==> config.mk <==
export PLATFORM = sky130hd
export DESIGN_NAME = b_block_xfer
export DESIGN_NICKNAME = d
export VERILOG_FILES = /design/src/rtl/b_block_xfer_pkg.sv /design/src/rtl/b_block_xfer.sv
export SDC_FILE = /design/constraint.sdc
export NUM_CORES = 1
export LEC_CHECK = 0
export ABC_AREA = 1
export BUFFER_PORTS_ARGS = -buffer_cell sky130_fd_sc_hd__buf_4
export CAP_MARGIN = 20
export CORE_MARGIN = 1.5
export CORE_UTILIZATION = 45
export DETAILED_ROUTE_END_ITERATION = 12
export GPL_TIMING_DRIVEN = 0
export PLACE_DENSITY = 0.84
export SYNTH_ARGS = -nofsm -noshare
export SYNTH_HDL_FRONTEND = slang
export SYNTH_SLANG_ARGS = --single-unit
export TNS_END_PERCENT = 20
==> constraint.sdc <==
create_clock -name clk -period 1.84 [get_ports clk]
set_clock_uncertainty 0.15 [all_clocks]
set_input_delay 0 -clock clk [delete_from_list [all_inputs] [get_ports clk]]
set_output_delay 0 -clock clk [all_outputs]
set_load 0.01 [all_outputs]
==> src/rtl/b_block_xfer_pkg.sv <==
// Shared definitions for the B-register block-transfer sequencer (034/035),
// also used by the B register file and the memory port arbiter.
package b_block_xfer_pkg;

    localparam int DEF_AWIDTH   = 22;
    localparam int DEF_DWIDTH   = 64;
    localparam int DEF_BWIDTH   = 24;
    localparam int DEF_LOGDEPTH = 6;
    localparam int DEF_CWIDTH   = 7;

    localparam logic [5:0] OP_B_LOAD  = 6'o34;  // memory -> B
    localparam logic [5:0] OP_B_STORE = 6'o35;  // B -> memory

    typedef enum logic [2:0] {
        ST_IDLE,
        ST_RD_REQ,
        ST_RD_WAIT,
        ST_B_RD,
        ST_WR_REQ,
        ST_DONE
    } xfer_state_t;

endpackage

==> src/rtl/b_block_xfer.sv <==
// Block-transfer sequencer: moves N words between memory (from A0) and
// consecutive B registers (from JK), one memory request outstanding at a time.
module b_block_xfer
    import b_block_xfer_pkg::*;
#(
    parameter int AWIDTH   = DEF_AWIDTH,
    parameter int DWIDTH   = DEF_DWIDTH,
    parameter int BWIDTH   = DEF_BWIDTH,
    parameter int LOGDEPTH = DEF_LOGDEPTH,
    parameter int CWIDTH   = DEF_CWIDTH
) (
    input  logic                clk,
    input  logic                rst_n,
    input  logic                i_start,
    input  logic                i_dir,
    input  logic [LOGDEPTH-1:0] i_jk,
    input  logic [CWIDTH-1:0]   i_count,
    input  logic [AWIDTH-1:0]   i_base_addr,
    output logic                o_busy,
    output logic                o_done,
    output logic                o_mem_req,
    output logic                o_mem_we,
    output logic [AWIDTH-1:0]   o_mem_addr,
    output logic [DWIDTH-1:0]   o_mem_wdata,
    input  logic                i_mem_ack,
    input  logic                i_mem_rvalid,
    input  logic [DWIDTH-1:0]   i_mem_rdata,
    output logic [LOGDEPTH-1:0] o_b_rd_addr,
    input  logic [BWIDTH-1:0]   i_b_rd_data,
    output logic                o_b_wr_en,
    output logic [LOGDEPTH-1:0] o_b_wr_addr,
    output logic [BWIDTH-1:0]   o_b_wr_data
);

    xfer_state_t         state, state_nxt;
    logic [AWIDTH-1:0]   cur_addr;
    logic [LOGDEPTH-1:0] cur_b;
    logic [CWIDTH-1:0]   remaining;
    logic                first_wr;
    logic [BWIDTH-1:0]   wdata_q;
    logic [BWIDTH-1:0]   wr_word;
    logic                advance;
    logic                last_word;
    logic                unused_rdata_hi;

    assign unused_rdata_hi = ^i_mem_rdata[DWIDTH-1:BWIDTH];

    assign advance   = ((state == ST_RD_WAIT) && i_mem_rvalid) ||
                       ((state == ST_WR_REQ) && i_mem_ack);
    assign last_word = (remaining == CWIDTH'(1));

    // Regfile data arrives in the first WR_REQ cycle; hold a copy for the rest of the wait.
    assign wr_word = first_wr ? i_b_rd_data : wdata_q;

    always_ff @(posedge clk or negedge rst_n) begin
        if (!rst_n) begin
            state     <= ST_IDLE;
            cur_addr  <= '0;
            cur_b     <= '0;
            remaining <= '0;
            first_wr  <= 1'b0;
        end else begin
            state    <= state_nxt;
            first_wr <= (state == ST_B_RD);
            if ((state == ST_IDLE) && i_start) begin
                cur_addr  <= i_base_addr;
                cur_b     <= i_jk;
                remaining <= i_count;
            end else if (advance) begin
                cur_addr  <= cur_addr + AWIDTH'(1);
                cur_b     <= cur_b + LOGDEPTH'(1);
                remaining <= remaining - CWIDTH'(1);
            end
        end
    end

    always_ff @(posedge clk) begin
        if (first_wr) begin
            wdata_q <= i_b_rd_data;
        end
    end

    always_comb begin
        state_nxt   = state;
        o_busy      = 1'b0;
        o_done      = 1'b0;
        o_mem_req   = 1'b0;
        o_mem_we    = 1'b0;
        o_mem_addr  = '0;
        o_mem_wdata = '0;
        o_b_rd_addr = '0;
        o_b_wr_en   = 1'b0;
        o_b_wr_addr = '0;
        o_b_wr_data = '0;
        case (state)
            ST_IDLE: begin
                if (i_start) begin
                    if (i_count == '0) begin
                        state_nxt = ST_DONE;
                    end else if (i_dir) begin
                        state_nxt = ST_B_RD;
                    end else begin
                        state_nxt = ST_RD_REQ;
                    end
                end
            end
            ST_RD_REQ: begin
                o_busy     = 1'b1;
                o_mem_req  = 1'b1;
                o_mem_addr = cur_addr;
                if (i_mem_ack) begin
                    state_nxt = ST_RD_WAIT;
                end
            end
            ST_RD_WAIT: begin
                o_busy = 1'b1;
                if (i_mem_rvalid) begin
                    o_b_wr_en   = 1'b1;
                    o_b_wr_addr = cur_b;
                    o_b_wr_data = i_mem_rdata[BWIDTH-1:0];
                    state_nxt   = last_word ? ST_DONE : ST_RD_REQ;
                end
            end
            ST_B_RD: begin
                o_busy      = 1'b1;
                o_b_rd_addr = cur_b;
                state_nxt   = ST_WR_REQ;
            end
            ST_WR_REQ: begin
                o_busy      = 1'b1;
                o_b_rd_addr = cur_b;
                o_mem_req   = 1'b1;
                o_mem_we    = 1'b1;
                o_mem_addr  = cur_addr;
                o_mem_wdata = DWIDTH'(wr_word);
                if (i_mem_ack) begin
                    state_nxt = last_word ? ST_DONE : ST_B_RD;
                end
            end
            ST_DONE: begin
                o_done    = 1'b1;
                state_nxt = ST_IDLE;
            end
            default: begin
                state_nxt = ST_IDLE;
            end
        endcase
    end

endmodule

==> results of run 1 <==
layout make-up:
cell class / instances / area [sq um] / share of cell area
plain buffers: 64 / 483 / 0.0682
clock inverters: 5 / 60.1 / 0.00849
repair buffers: 248 / 2020 / 0.286
well taps: 129 / 161 / 0.0228
inverters: 106 / 400 / 0.0566
multi-input cells: 513 / 2330 / 0.329
clock buffers: 11 / 163 / 0.0230
flip-flops and latches: 63 / 1460 / 0.206
path summary, 6_finish.rpt:
path,to,slack (ps),cells past startpoint
min in group clk,o_b_wr_data[23],170,4
max,cur_addr[14]$_DFFE_PN0P_,50,9
max reg2reg,cur_addr[14]$_DFFE_PN0P_,50,9
min reg2reg,wdata_q[8]$_DFF_P_,320,2
min,cur_addr[11]$_DFFE_PN0P_,20,2
max in group asynchronous,state[0]$_DFFE_PN0P_,1130,2
sequential cells by signal, indices dropped and copies added (netlist names):
register and count:
remaining 7, cur_b 6, state 3, cur_addr 22
wdata_q 24, first_wr 1
routing by layer:
metal	global-route usage	wire length, um	vias up
li1	-	-	2643
met1	0.332	5960	2295
met2	0.481	6990	221
met3	0.0363	841	41
met4	0.101	395	0
met5	0	0	-
power breakdown:
part / total (uW) / internal [uW] / leakage, uW / switching, uW
combinational: 5440 / 2290 / 0.00303 / 3150
sequential: 2630 / 2080 / 0.000685 / 550
clock: 1340 / 754 / 0.000116 / 587
total: 9420 / 5120 / 0.00383 / 4290
cell usage after synthesis (all sizes together), types with 2 or more instances:
cell | n | share of area
ha | 4 | 0.011
clkbuf | 10 | 0.0085
nand2 | 202 | 0.18
xnor2 | 5 | 0.0099
xor2 | 7 | 0.014
dfxtp | 24 | 0.11
dfrtp | 39 | 0.22
nand4 | 3 | 0.0042
buf | 54 | 0.092
nand3 | 60 | 0.069
inv | 106 | 0.090
nor2 | 145 | 0.13
o21ai | 44 | 0.055
nor3 | 2 | 0.0048
per-stage QoR:
step / power [uW] / std cells
4_1_cts: 9150 / 1134
6_report: 9420 / 1139
5_1_grt: 10200 / 1139
3_5_place_dp: 7490 / 1049
3_3_place_gp: 7350 / 1049
2_1_floorplan: 5820 / 746
kinds of logic after synthesis:
logic type / Yosys count / synth area share
buffers and inverters: 170 / 0.191
adder cells (fa/ha/maj): 4 / 0.0113
flip-flops: 63 / 0.330
AO/OA/AOI/OAI: 45 / 0.0561
AND/OR/NAND/NOR: 412 / 0.388
XOR/XNOR: 12 / 0.0238
other: 1 / 0.000849
cells in the final DEF, fill, tap and decap left out, drive strengths merged:
cell	instances
o21ai	44
conb	40
xnor2	5
buf	241
a21oi	1
nor3	2
inv	109
dlygate4sd3	64
dfxtp	24
nand2	202
bufinv	1
nor2	145
dfrtp	39
nand3	60
clkinv	1
ha	4
nand4	3
xor2	7
clkbuf	18
what timing repair did:
| item | in CTS | in global routing |
|---|---|---|
| endpoints found under the hold margin | 101 | 0 |
| resized for setup | 19 | 32 |
| buffers inserted | 5 | 5 |
| setup endpoints to repair | 69 | 100 |
| pin swaps | 2 | 2 |
| hold buffers | 64 | 0 |
==> results.json, run 1 <==
{
  "synth_warnings": 0,
  "synth-edff-count": 0,
  "cp.required_ps": 1910,
  "crit_fanout": 10,
  "clock-root-buffer": "clkbuf_8",
  "vdd_ir_drop_max_v": 0.000844,
  "n_fill_cell": 705,
  "wire_per_inst_um": 12.5,
  "grt_pass1_wl_mm": 22.3,
  "powerDensity_nw_per_um2": 1330,
  "grt_max_degree": 40,
  "rsz0062_at_grt": "yes",
  "area_growth_pct": 60.2,
  "cp_slowest_cell": "dfrtp_2",
  "synth_area_sq_um": 4420,
  "die_w_um": 102,
  "clkTransAtPathRegs_ps": 80,
  "via_per_inst": 4.57,
  "coreArea_sq_um": 9370,
  "cp.arrival_ps": 1870,
  "critPathLaunchType": "register",
  "ys_types": 29,
  "cap_violations": 0,
  "drt_iter0_markers": 300,
  "ys_seq_area_frac": 0.330,
  "vias": 5200,
  "worstMarginPinSlew_ps": 511,
  "die_h_um": 102,
  "htree_num_levels": 3,
  "slew_violations": 0,
  "relSlewSlack": 0.660,
  "min_period_over_period": 0.974,
  "synth_seq_cells": 63,
  "first_pass_iters": 5,
  "grt_overflow": 0,
  "cts_buffer_depth": 2,
  "hold_viol_final": 0,
  "hpwlAfterDp_mm": 9.69,
  "drc_errors": 0,
  "synth_cells": 707,
  "wl_mm": 14.2,
  "hold_class": "primary input to asynchronous set/reset pin",
  "path_buf_inv": 4,
  "ant_nets": 0,
  "place_area_sq_um": 6030,
  "start_util": 0.472,
  "dp_slack_ps": -44.0,
  "fmax_ghz": 0.558,
  "numCtsBuffers": 9,
  "cp_top_family": "simple AND/OR/NAND/NOR gates",
  "io_pins": 256,
  "leakage_uw": 0.00383,
  "setup.worst_path.end_class": "register",
  "stdcell_area_sq_um": 7080,
  "layout_min_cycle_time_ps": 1790,
  "n_antenna_cell": 0,
  "setup_ws_ps": 47.0,
  "finalWeightedCongestion": 0.957,
  "die_area_sq_um": 10400,
  "utilization": 0.755,
  "worst_path_largest_cell_delay_ps": 440,
  "setup_tns_ps": 0,
  "reg2reg_from": "state[2]$_DFFE_PN0P_",
  "rows": 35,
  "grt_pass1_vias": 4916,
  "insertion_delay_ps": 330,
  "syn_avg_cell_area_sq_um": 6.25,
  "async_reset_ff_frac": 0.619,
  "numPortBuffers": 174,
  "final_nets": 1138,
  "antenna_found_initial": 0,
  "whs_ps": 15.8,
  "ys.flop_type": "dfrtp_1",
  "track_usage": 0.270,
  "crit_path_start": "state[2]$_DFFE_PN0P_",
  "status": "complete, no violations",
  "critPathKind": "register to register",
  "cts_sinks": 63,
  "path_cells": "inv_2 -> buf_4 -> nor2_4 -> nand2_4 -> nand3_2 -> inv_2 -> buf_4 -> nand2_1 -> nand3_1",
  "setup_violations": 0,
  "layout-drive-gt1-share": 0.298,
  "tritoncts": "built"
}
Note: power is estimated with default switching activity, not from simulation.
==> run 2: changes to the inputs <==
clock period = 1.8 ns   (was 1.84 ns; I/O delays follow)
==> results.json, run 2 (synthesis results as in run 1) <==
{
  "clkTransAtPathRegs_ps": 90,
  "io_pins": 256,
  "final_common_cell": "buf_4",
  "whs_ps": 21.7,
  "top_regs": "wdata_q x24, cur_addr x22, remaining x7",
  "via_per_inst": 4.68,
  "final_nets": 1143,
  "leakage_uw": 0.00390,
  "grt_pass1_vias": 4910,
  "insertion_delay_ps": 350,
  "ant_nets": 0,
  "rsz0062_at_grt": "yes",
  "coreArea_sq_um": 9370,
  "grt_max_degree": 40,
  "numPortBuffers": 174,
  "track_usage": 0.271,
  "critPathLaunchType": "register",
  "drt_iter0_markers": 286,
  "switching_share": 0.455,
  "reg2reg_slack_ps": 20,
  "hold_class": "primary input to asynchronous set/reset pin",
  "wire_per_inst_um": 13.0,
  "hpwlAfterDp_mm": 9.69,
  "layout_min_cycle_time_ps": 1800,
  "setup_violations": 0,
  "worstMarginPinSlew_ps": 535,
  "start_util": 0.472,
  "final_cell_count_no_fill": 1144,
  "p_int_uw": 5660,
  "die_h_um": 102,
  "tritoncts": "built",
  "relSlewSlack": 0.644,
  "grt_overflow": 0,
  "worst-r2r-cell-count": 9,
  "die_w_um": 102,
  "p_sw_uw": 4720,
  "drc_errors": 0,
  "utilization": 0.784,
  "powerDensity_nw_per_um2": 1410,
  "cap_violations": 0,
  "rows": 35,
  "layout-drive-gt1-share": 0.323,
  "hold_viol_final": 0,
  "reg2reg_from": "state[2]$_DFFE_PN0P_",
  "die_area_sq_um": 10400,
  "htree_num_levels": 3,
  "finalWeightedCongestion": 0.957,
  "wl_mm": 14.9,
  "n_antenna_cell": 0,
  "vdd_ir_drop_max_v": 0.00112,
  "max_flop_register": "wdata_q",
  "status": "complete, no violations",
  "power_uw": 10400,
  "layout_common_cells": "buf_4 (221), nand2_1 (193), nor2_1 (111)",
  "fmax_ghz": 0.557,
  "cp.arrival_ps": 1650,
  "cp.required_ps": 1650,
  "placed_cells": 1049,
  "grt_pass1_wl_mm": 22.3,
  "vias": 5355,
  "numCtsBuffers": 9,
  "antenna_found_initial": 0,
  "p_clk_frac": 0.132,
  "min_period_over_period": 0.998,
  "critPathKind": "register to output pin",
  "crit_fanout": 6,
  "setup_ws_ps": 3.85,
  "area_growth_pct": 66.2,
  "slew_violations": 0,
  "dp_slack_ps": -84.0,
  "largest_reg_flops": 24,
  "cts_buffer_depth": 2,
  "power_frac_seq": 0.261,
  "setup.worst_path.end_class": "output pin",
  "pwr-share-comb": 0.607,
  "cts_sinks": 63,
  "first_pass_iters": 5,
  "clock-root-buffer": "clkbuf_8",
  "r2r-end": "cur_addr[2]$_DFFE_PN0P_"
}
run 2: changes by cell type in the layout (fill, tap and decap cells not counted), sizes merged:
cell | before | now
clkbuf | 18 | 22
buf | 241 | 242
run 2: how the worst max path moves through the flow:
stage,start,to,slack [ps],depth (start not counted)
2_1_floorplan,cur_addr[1]$_DFFE_PN0P_,cur_addr[16]$_DFFE_PN0P_,210,8
3_3_place_gp,cur_addr[0]$_DFFE_PN0P_,cur_addr[16]$_DFFE_PN0P_,-70,8
3_5_place_dp,cur_addr[0]$_DFFE_PN0P_,cur_addr[20]$_DFFE_PN0P_,-80,8
4_1_cts,state[1]$_DFFE_PN0P_,o_b_wr_data[8],-4,6
5_1_grt,state[0]$_DFFE_PN0P_,o_mem_addr[14],-70,7
6_report,state[2]$_DFFE_PN0P_,o_b_rd_addr[5],4,6
run 2: routing by layer:
| layer | share of wire | global-route usage |
|---|---|---|
| met1 | 0.40 | 0.333 |
| met2 | 0.50 | 0.484 |
| met3 | 0.070 | 0.0376 |
| met4 | 0.028 | 0.0959 |
| met5 | 0 | 0 |
run 2: final cells by class:
class                   count  area [sq um]
plain buffers              64           542
clock buffers              11           163
clock inverters             5          60.1
fillers                   668          2030
inverters                 106           408
multi-input cells         513          2430
flip-flops and latches     63          1460
well taps                 129           161
repair buffers            253          2120
run 2: stage by stage:
| stage | instance area [sq um] | setup TNS, ps |
|---|---|---|
| final | 7340 | 0 |
| after floorplan | 4570 | 0 |
| after global placement | 6030 | -176 |
| after CTS | 7010 | -8.13 |
| after global routing | 7340 | -1350 |
| after detailed placement | 6030 | -231 |
run 2: worst max-delay path, stage by stage (launching register included):
cell,delay (ps)
dfrtp_2,440
inv_2,80
buf_4,160
nor2_4,210
nor2_2,120
nor2_1,150
buf_4,150
run 2: repair_timing:
action	in CTS	in global routing
hold buffers	64	0
setup endpoints to repair	71	110
gates resized for setup	26	84
endpoints found under the hold margin	101	0
pin swaps	2	8
gates cloned	0	2
buffers inserted	5	8
run 2: power groups by stage:
| stage | Combinational (uW) | Sequential, uW | Clock [uW] |
|---|---|---|---|
| CTS | 5370 | 2670 | 1390 |
| finish | 6300 | 2710 | 1380 |
| global route | 6920 | 2790 | 1460 |
| global placement | 4860 | 2650 | 0 |
| floorplan | 3400 | 2550 | 0 |
| detailed placement | 4980 | 2670 | 0 |
